--- src/rtl/square_wave_generator.sv ---
// Programmable square-wave source with double-buffered period/high-time settings.
// Runs continuously or for a counted burst; config changes land only on period boundaries.
module square_wave_generator #(
  parameter int unsigned WIDTH      = 14,
  parameter int unsigned MAX_PERIOD = 10000,
  parameter int unsigned MIN_PERIOD = 2
) (
  input  logic             iClk,
  input  logic             iRst,
  input  logic [WIDTH-1:0] iPeriod,
  input  logic [WIDTH-1:0] iHigh,
  input  logic             iLoad,
  input  logic             iEnable,
  input  logic [3:0]       iBurst,
  output logic             oSignal,
  output logic             oEdge,
  output logic             oBusy,
  output logic             oDone,
  output logic             oErr
);

  typedef enum logic [1:0] {StIdle, StHigh, StLow} state_e;

  localparam logic [WIDTH-1:0] One = WIDTH'(1);

  state_e           r_state, w_state_d;
  logic [WIDTH-1:0] r_per, r_high, r_pper, r_phigh, r_cnt;
  logic [WIDTH-1:0] w_per_d, w_high_d, w_pper_d, w_phigh_d, w_cnt_d;
  logic             r_pend, w_pend_d;
  logic [3:0]       r_burst, w_burst_d, r_periods, w_periods_d;
  logic             r_signal, r_edge, r_busy, r_done, r_err;
  logic             w_done_d, w_err_d, w_apply, w_load_ok;

  assign w_load_ok = (iPeriod >= WIDTH'(MIN_PERIOD)) && (iPeriod <= WIDTH'(MAX_PERIOD)) &&
                     (iHigh != '0) && (iHigh < iPeriod);

  always_comb begin
    w_state_d   = r_state;
    w_cnt_d     = r_cnt;
    w_burst_d   = r_burst;
    w_periods_d = r_periods;
    w_per_d     = r_per;
    w_high_d    = r_high;
    w_pper_d    = r_pper;
    w_phigh_d   = r_phigh;
    w_pend_d    = r_pend;
    w_err_d     = r_err;
    w_done_d    = 1'b0;
    w_apply     = 1'b0;

    case (r_state)
      StIdle: begin
        w_apply = r_pend;
        if (iEnable) begin
          w_burst_d   = iBurst;
          w_periods_d = '0;
          w_cnt_d     = '0;
          w_state_d   = StHigh;
        end
      end
      StHigh: begin
        w_cnt_d = r_cnt + One;
        if (r_cnt == r_high - One) w_state_d = StLow;
      end
      StLow: begin
        w_cnt_d = r_cnt + One;
        if (r_cnt == r_per - One) begin
          w_periods_d = r_periods + 4'd1;
          w_cnt_d     = '0;
          // A burst end takes precedence so oDone still pulses if enable also dropped.
          if ((r_burst != '0) && (w_periods_d == r_burst)) begin
            w_state_d = StIdle;
            w_done_d  = 1'b1;
          end else if (!iEnable) begin
            w_state_d = StIdle;
          end else begin
            w_apply   = r_pend;
            w_state_d = StHigh;
          end
        end
      end
      default: w_state_d = StIdle;
    endcase

    if (w_apply) begin
      w_per_d  = r_pper;
      w_high_d = r_phigh;
      w_pend_d = 1'b0;
    end

    // A load on the apply edge refills the pending slot for the following boundary.
    if (iLoad) begin
      w_err_d = !w_load_ok;
      if (w_load_ok) begin
        w_pper_d  = iPeriod;
        w_phigh_d = iHigh;
        w_pend_d  = 1'b1;
      end
    end
  end

  always_ff @(posedge iClk) begin
    if (iRst) begin
      r_state   <= StIdle;
      r_cnt     <= '0;
      r_burst   <= '0;
      r_periods <= '0;
      r_per     <= WIDTH'(10);
      r_high    <= WIDTH'(5);
      r_pper    <= '0;
      r_phigh   <= '0;
      r_pend    <= 1'b0;
      r_err     <= 1'b0;
      r_signal  <= 1'b0;
      r_edge    <= 1'b0;
      r_busy    <= 1'b0;
      r_done    <= 1'b0;
    end else begin
      r_state   <= w_state_d;
      r_cnt     <= w_cnt_d;
      r_burst   <= w_burst_d;
      r_periods <= w_periods_d;
      r_per     <= w_per_d;
      r_high    <= w_high_d;
      r_pper    <= w_pper_d;
      r_phigh   <= w_phigh_d;
      r_pend    <= w_pend_d;
      r_err     <= w_err_d;
      r_signal  <= (w_state_d == StHigh);
      r_edge    <= (w_state_d == StHigh) && (r_state != StHigh);
      r_busy    <= (w_state_d != StIdle);
      r_done    <= w_done_d;
    end
  end

  assign oSignal = r_signal;
  assign oEdge   = r_edge;
  assign oBusy   = r_busy;
  assign oDone   = r_done;
  assign oErr    = r_err;

endmodule

--- config.mk ---
export PLATFORM = sky130hd
export DESIGN_NAME = square_wave_generator
export DESIGN_NICKNAME = d
export VERILOG_FILES = /design/src/rtl/square_wave_generator.sv
export SDC_FILE = /design/constraint.sdc
export NUM_CORES = 1
export LEC_CHECK = 0
export CAP_MARGIN = 10
export CELL_PAD_IN_SITES_DETAIL_PLACEMENT = 1
export CELL_PAD_IN_SITES_GLOBAL_PLACEMENT = 1
export CORE_UTILIZATION = 40
export CTS_BUF_LIST = sky130_fd_sc_hd__clkbuf_8
export CTS_CLUSTER_DIAMETER = 80
export CTS_CLUSTER_SIZE = 12
export DETAILED_ROUTE_END_ITERATION = 10
export GPL_TIMING_DRIVEN = 0
export PLACE_DENSITY = 0.7
export SLEW_MARGIN = 20
export SYNTH_ARGS = -nofsm -noshare
export SYNTH_HDL_FRONTEND = slang
export SYNTH_SLANG_ARGS = --single-unit
--- constraint.sdc ---
create_clock -name iClk -period 4.85 [get_ports iClk]
set_input_delay 0.97 -clock iClk [delete_from_list [all_inputs] [get_ports iClk]]
set_output_delay 0.97 -clock iClk [all_outputs]
set_load 0.005 [all_outputs]
==> metrics.yaml, run 1 <==
setup_path:
  slowest_stage: "o32ai_1"
  critPathKind: "reg2reg"
  slowest_delay_ps: 540
  crit_family: "compound AO/OA/AOI/OAI gates"
  worstSetupStartpointType: "flip-flop"
  cp_num_buf_inv: 3
  r2r_slack_ps: 1020
  worstPathMaxFanout: 10
  cp-end-kind: "flip-flop"
  cp.required_ps: 5120
  cp.arrival_ps: 4100
  crit_chain: "inv_1 > ha_1 > or4b_1 > buf_1 > o31ai_1 > a211oi_2 > o32ai_1 > nor4_1 > o21ai_1 > clkbuf_1 > nor2_1 > a211o_1"
sta:
  min_period_over_period_pct: 79.0
  fin_ws_ps: 1020
  slew_viol_final: 0
  tightestPinTransition_ps: 725
  finalHoldViolations: 0
  fin_skew_ps: 10.7
  grt_setup_unrepaired: "false"
  relSlewSlack_pct: 51.6
  fin_tns_setup_ps: 0
  final-setup-viol-count: 0
  max_freq_ghz: 0.261
  timing.hold.ws_ps: 481
  period_needed_ps: 3830
cts:
  clockBufferDepth: 2
  cts_root_buffer: "clkbuf_8"
  ctsResizeCount: 0
  clk_latency_ps: 370
  cts_tree: "yes"
  clkSinkCount: 86
  cts-buffers-inserted: 9
  path_clk_slew_ps: 90
  cts_hold_buf: 0
  post-cts-setup-buffers: 0
  h-tree-depth: 3
synthesis:
  syn_avg_cell_area_sq_um: 8.59
  ys_async_sr_fraction_pct: 0
  yosys.area.top_type: "dfxtp_1"
  ys_ff_latch: 86
  synthesis.nets: 653
  yosysUniqueCellTypes: 64
  synthCells: 595
  ys_warn_count: 0
  seq_area_frac_synth_pct: 33.7
  yosys-top-cells-area: "dfxtp_1 (34%), mux2i_1 (11%), nand2b_1 (7.6%)"
  yosys.area.top_type_share_pct: 33.7
  synth_flop_cell: "dfxtp_1"
  synth_edf_count: 0
  synthesis.area_sq_um: 5110
cells_and_area:
  final_nets: 702
  n_antenna_cell: 0
  nFillCells: 1501
  area_growth_pct: 15.6
  layout-drive-gt1-share_pct: 4.93
drt:
  drt_pass1_iterations: 4
  postRouteAntennaNets: 0
  detail_route.vias_per_cell: 5.45
  drtIter0Drc: 144
  wl_per_cell_um: 17.2
  wl_um: 14000
  route.detailed.drc: 0
  vias: 4451
placed_design:
  io_buffers: 38
  place_hpwl_um: 11100
  pre_cts_slack_ps: 647
  gp_congestion: 0.799
pwr:
  total_leakage_power_nw: 2.37
  power_density_nw_per_um2: 259
  vdd_drop_max_uv: 132
  totalPowerFinal_mw: 1.53
grt:
  antenna_found_initial: 0
  grt_util_all_layers_pct: 22.9
  grt_pass1_wl_um: 23200
  grt_pass1_vias: 4613
  grt_max_degree: 15
  grt-ovfl-total: 0
flow_run:
  maxCapViolations: 0
floorplan:
  start_util_pct: 41.9
  coreArea_sq_um: 12200
  die_area_sq_um: 13200
  die_w_um: 115
  row_count: 40
  die_h_um: 115
  io_pins: 41
hold_path:
  hold_path_class: "reg2reg"
status:
  status: "complete, no violations"
## layer usage
layer	track usage [%]	share of wire [%]
met5	0	0
met4	10.9	3.0
met3	3.00	2.3
met2	40.8	50
met1	27.2	45
## stage by stage
step                      std cells  area (sq um)  util (%)
after global placement          801          5700      46.7
after global routing            817          5910      48.4
final                           817          5910      48.4
after CTS                       817          5910      48.4
after detailed placement        801          5700      46.7
after floorplan                 595          5110         -
## placed cells by master (no fill, tap or decap), drive strengths merged, types with 11 or more instances in the layout
cell type      Yosys  routed
nor3              15      15
xor2              21      21
nand4             11      11
nand3             13      13
a21oi             13      13
nor2              63      63
inv               28      30
dfxtp             86      86
clkbuf            28      39
ha                22      22
mux2i             54      54
nand2             18      18
o21ai             12      12
nand2b            62      62
nor4              17      17
clkdlybuf4s50      0      38
xnor2             28      28
## power breakdown
part / leakage [nW] / switching (mW) / internal, mW
clock network: 0.103 / 0.277 / 0.266
logic: 1.57 / 0.124 / 0.113
registers: 0.698 / 0.0210 / 0.732
total: 2.37 / 0.422 / 1.11
## state kept, by name, indices dropped and copies added, names as in the netlist
signal and flops:
r_cnt 14, r_high 14, r_per 14, r_phigh 14, r_pper 14, r_burst 4, r_periods 4, r_state 2
oBusy 1, oDone 1, oEdge 1, oErr 1, oSignal 1, r_pend 1
## worst min-delay path: stages, from the launching register on
cell and delay (ps):
dfxtp_1 320, nand2b_1 60, mux2i_1 60
## layout make-up
class                           count  area [sq um]  share of cell area (%)
Sequential cell                    86          1720                    29.1
Multi-Input combinational cell    446          3150                    53.2
Timing Repair Buffer               38           380                    6.43
Tap cell                          168           210                    3.56
Clock buffer                       11           151                    2.56
Inverter                           28           105                    1.78
Clock inverter                      5          57.6                   0.974
Buffer                             35           139                    2.35
## synth_stat cells (3+ instances only)
cell type	n
nor2b_1	5
or3_1	4
and2_1	4
ha_1	22
buf_2	5
nor4_1	17
nand4_1	11
o211ai_1	4
clkbuf_1	27
nand3b_1	3
nor3_1	15
nor4b_1	3
xor2_1	21
or2_2	3
nand2b_1	62
nand2_1	18
nand3_1	13
and3_1	4
a31oi_1	5
a21o_1	8
o21a_1	3
o21ai_0	11
inv_1	28
dfxtp_1	86
nor2_1	63
o31ai_1	3
mux2i_1	54
xnor2_1	28
a211o_1	6
or4_1	6
a21oi_1	13
## cells by family (layout without fill, tap and decap cells)
group | Yosys count | after routing | synth area share (%)
buffers and inverters | 63 | 117 | 4.77
flip-flops | 86 | 86 | 33.7
AND/OR/NAND/NOR | 242 | 242 | 26.0
adder cells (fa/ha/maj) | 22 | 22 | 5.38
XOR/XNOR | 49 | 49 | 8.39
AO/OA/AOI/OAI | 79 | 79 | 11.2
multiplexers | 54 | 54 | 10.6
## final timing paths
path                                               from                      end  depth (start not counted)
worst max-delay path              r_per[0]$_SDFFE_PP0P_    r_per[1]$_SDFFE_PP1P_                         12
worst min-delay path            r_phigh[5]$_SDFFE_PP0P_  r_phigh[5]$_SDFFE_PP0P_                          2
worst max register to register    r_per[0]$_SDFFE_PP0P_    r_per[1]$_SDFFE_PP1P_                         12
worst min register to register  r_phigh[5]$_SDFFE_PP0P_  r_phigh[5]$_SDFFE_PP0P_                          2
Power figures use the tool's default switching activity.
==> inputs of run 2 (changes only) <==
==> constraint.sdc (replaced) <==
create_clock -name iClk -period 3.85 [get_ports iClk]
set_input_delay 0.77 -clock iClk [delete_from_list [all_inputs] [get_ports iClk]]
set_output_delay 0.77 -clock iClk [all_outputs]
set_load 0.005 [all_outputs]
==> metrics.yaml, run 2 (synthesis gave the netlist of run 1 again) <==
drt:
  drt_pass1_iterations: 4  # unchanged
  vias: 4398  # -1.2%
  wl_um: 14000  # -0.19%
  detail_route.vias_per_cell: 5.38  # -1.2%
  wl_per_cell_um: 17.1  # -0.19%
  postRouteAntennaNets: 0  # unchanged
  route.detailed.drc: 0  # unchanged
  drtIter0Drc: 145  # +0.69%
hold_path:
  hold_path_class: "reg2reg"
sta:
  fin_skew_ps: 10.1  # -0.665 ps
  fin_tns_setup_ps: 0  # unchanged
  period_needed_ps: 3590  # -240 ps
  relSlewSlack_pct: 50.9  # -0.76 points
  slew_viol_final: 0  # unchanged
  fin_ws_ps: 257  # -760 ps
  tightestPinTransition_ps: 737  # +11.4 ps
  max_freq_ghz: 0.278  # +6.7%
  finalHoldViolations: 0  # unchanged
  grt_setup_unrepaired: "false"
  min_period_over_period_pct: 93.3  # +14 points
  final-setup-viol-count: 0  # unchanged
cts:
  path_clk_slew_ps: 90  # about the same
  cts_root_buffer: "clkbuf_8"
  clockBufferDepth: 2  # unchanged
  cts-buffers-inserted: 9  # unchanged
  clk_latency_ps: 370  # about the same
  h-tree-depth: 3  # unchanged
  clkSinkCount: 86  # unchanged
  cts_tree: "yes"
status:
  status: "complete, no violations"
flow_run:
  maxCapViolations: 0  # unchanged
placed_design:
  place_area_sq_um: 5700  # unchanged
  pre_cts_slack_ps: -153  # -800 ps
  gp_congestion: 0.799  # unchanged
  place_hpwl_um: 11100  # unchanged
  placed_cells: 801  # unchanged
  io_buffers: 38  # unchanged
floorplan:
  die_h_um: 115  # unchanged
  io_pins: 41  # unchanged
  coreArea_sq_um: 12200  # unchanged
  row_count: 40  # unchanged
  die_area_sq_um: 13200  # unchanged
  die_w_um: 115  # unchanged
  start_util_pct: 41.9  # unchanged
pwr:
  total_leakage_power_nw: 2.38  # +0.39%
  vdd_drop_max_uv: 166  # +26%
  totalPowerFinal_mw: 1.93  # +26%
  power_density_nw_per_um2: 326  # +25%
setup_path:
  worstSetupStartpointType: "flip-flop"
  cp.arrival_ps: 3890  # -210 ps
  worstPathMaxFanout: 8  # -2
  slowest_stage: "or4_4"
  slowest_delay_ps: 500  # -40 ps
  cp.required_ps: 4150  # -970 ps
  critPathKind: "reg2reg"
  crit_chain: "inv_1 > ha_1 > or4b_1 > buf_1 > or4_4 > a211oi_2 > o32ai_2 > or3_1 > buf_2 > a21o_1 > or3b_1 > a21oi_1"
  cp-end-kind: "flip-flop"
grt:
  grt_pass1_vias: 4613  # unchanged
  grt_max_degree: 15  # unchanged
  grt-ovfl-total: 0  # unchanged
  grt_util_all_layers_pct: 22.9  # unchanged
  grt_pass1_wl_um: 23200  # unchanged
  antenna_found_initial: 0  # unchanged
cells_and_area:
  mostFrequentLayoutCells: "dfxtp_1 (86), nor2_1 (63), nand2b_1 (62)"
  layout_commonest_cell: "dfxtp_1"
  layout-drive-gt1-share_pct: 5.55  # +0.62 points
  fin_cells: 817  # unchanged
  final_area_sq_um: 5930  # +0.36%
  final_nets: 702  # unchanged
  n_antenna_cell: 0  # unchanged
  area_growth_pct: 16.1
run 2: final cells by class:
cell class	instances	area [sq um]
well taps	168	210
fillers	1496	6280
plain buffers	35	140
inverters	28	105
multi-input cells	446	3170
clock buffers	11	151
repair buffers	38	380
clock inverters	5	57.6
flip-flops and latches	86	1720
run 2: worst paths after layout:
kind | start | to | slack [ps] | depth (start not counted)
setup / recovery | r_per[0]$_SDFFE_PP0P_ | r_periods[0]$_SDFFE_PP0P_ | 260 | 12
hold / removal | r_phigh[5]$_SDFFE_PP0P_ | r_phigh[5]$_SDFFE_PP0P_ | 480 | 2
setup reg to reg | r_per[0]$_SDFFE_PP0P_ | r_periods[0]$_SDFFE_PP0P_ | 260 | 12
hold reg to reg | r_phigh[5]$_SDFFE_PP0P_ | r_phigh[5]$_SDFFE_PP0P_ | 480 | 2
run 2: metal layers:
| metal | global-route usage (%) | routed length [um] | vias to the layer above |
|---|---|---|---|
| met1 | 27.2 | 6240 | 2133 |
| met4 | 10.9 | 349 | 0 |
| met5 | 0 | 0 | - |
| li1 | - | - | 2169 |
| met3 | 3.00 | 350 | 23 |
| met2 | 40.8 | 7050 | 73 |
run 2: power by group:
part | total (mW) | internal, mW | switching [mW]
clock | 0.683 | 0.336 | 0.347
combinational | 0.300 | 0.143 | 0.156
sequential | 0.949 | 0.923 | 0.0264
run 2: metrics by stage:
| step | hold slack, ps | util, % |
|---|---|---|
| final | 481 | 48.6 |
| after global routing | 513 | 48.6 |
| after CTS | 483 | 48.4 |
| after detailed placement | 463 | 46.7 |
| after global placement | 465 | 46.7 |
| after floorplan | 448 | - |
run 2: worst max-delay path, delay by kind of cell, from the launching register on:
family / cells / cell delay (ps)
compound gates: 4 / 770
flops: 1 / 370
buf+inv: 3 / 430
fa+ha+maj: 1 / 220
simple gates: 4 / 1710
run 2: timing repair:
item	in CTS	in global routing
endpoints found under the setup margin	6	39
gates cloned	0	0
gates resized for setup	1	3
hold buffers	0	0
pin swaps	0	0
setup buffers	0	0
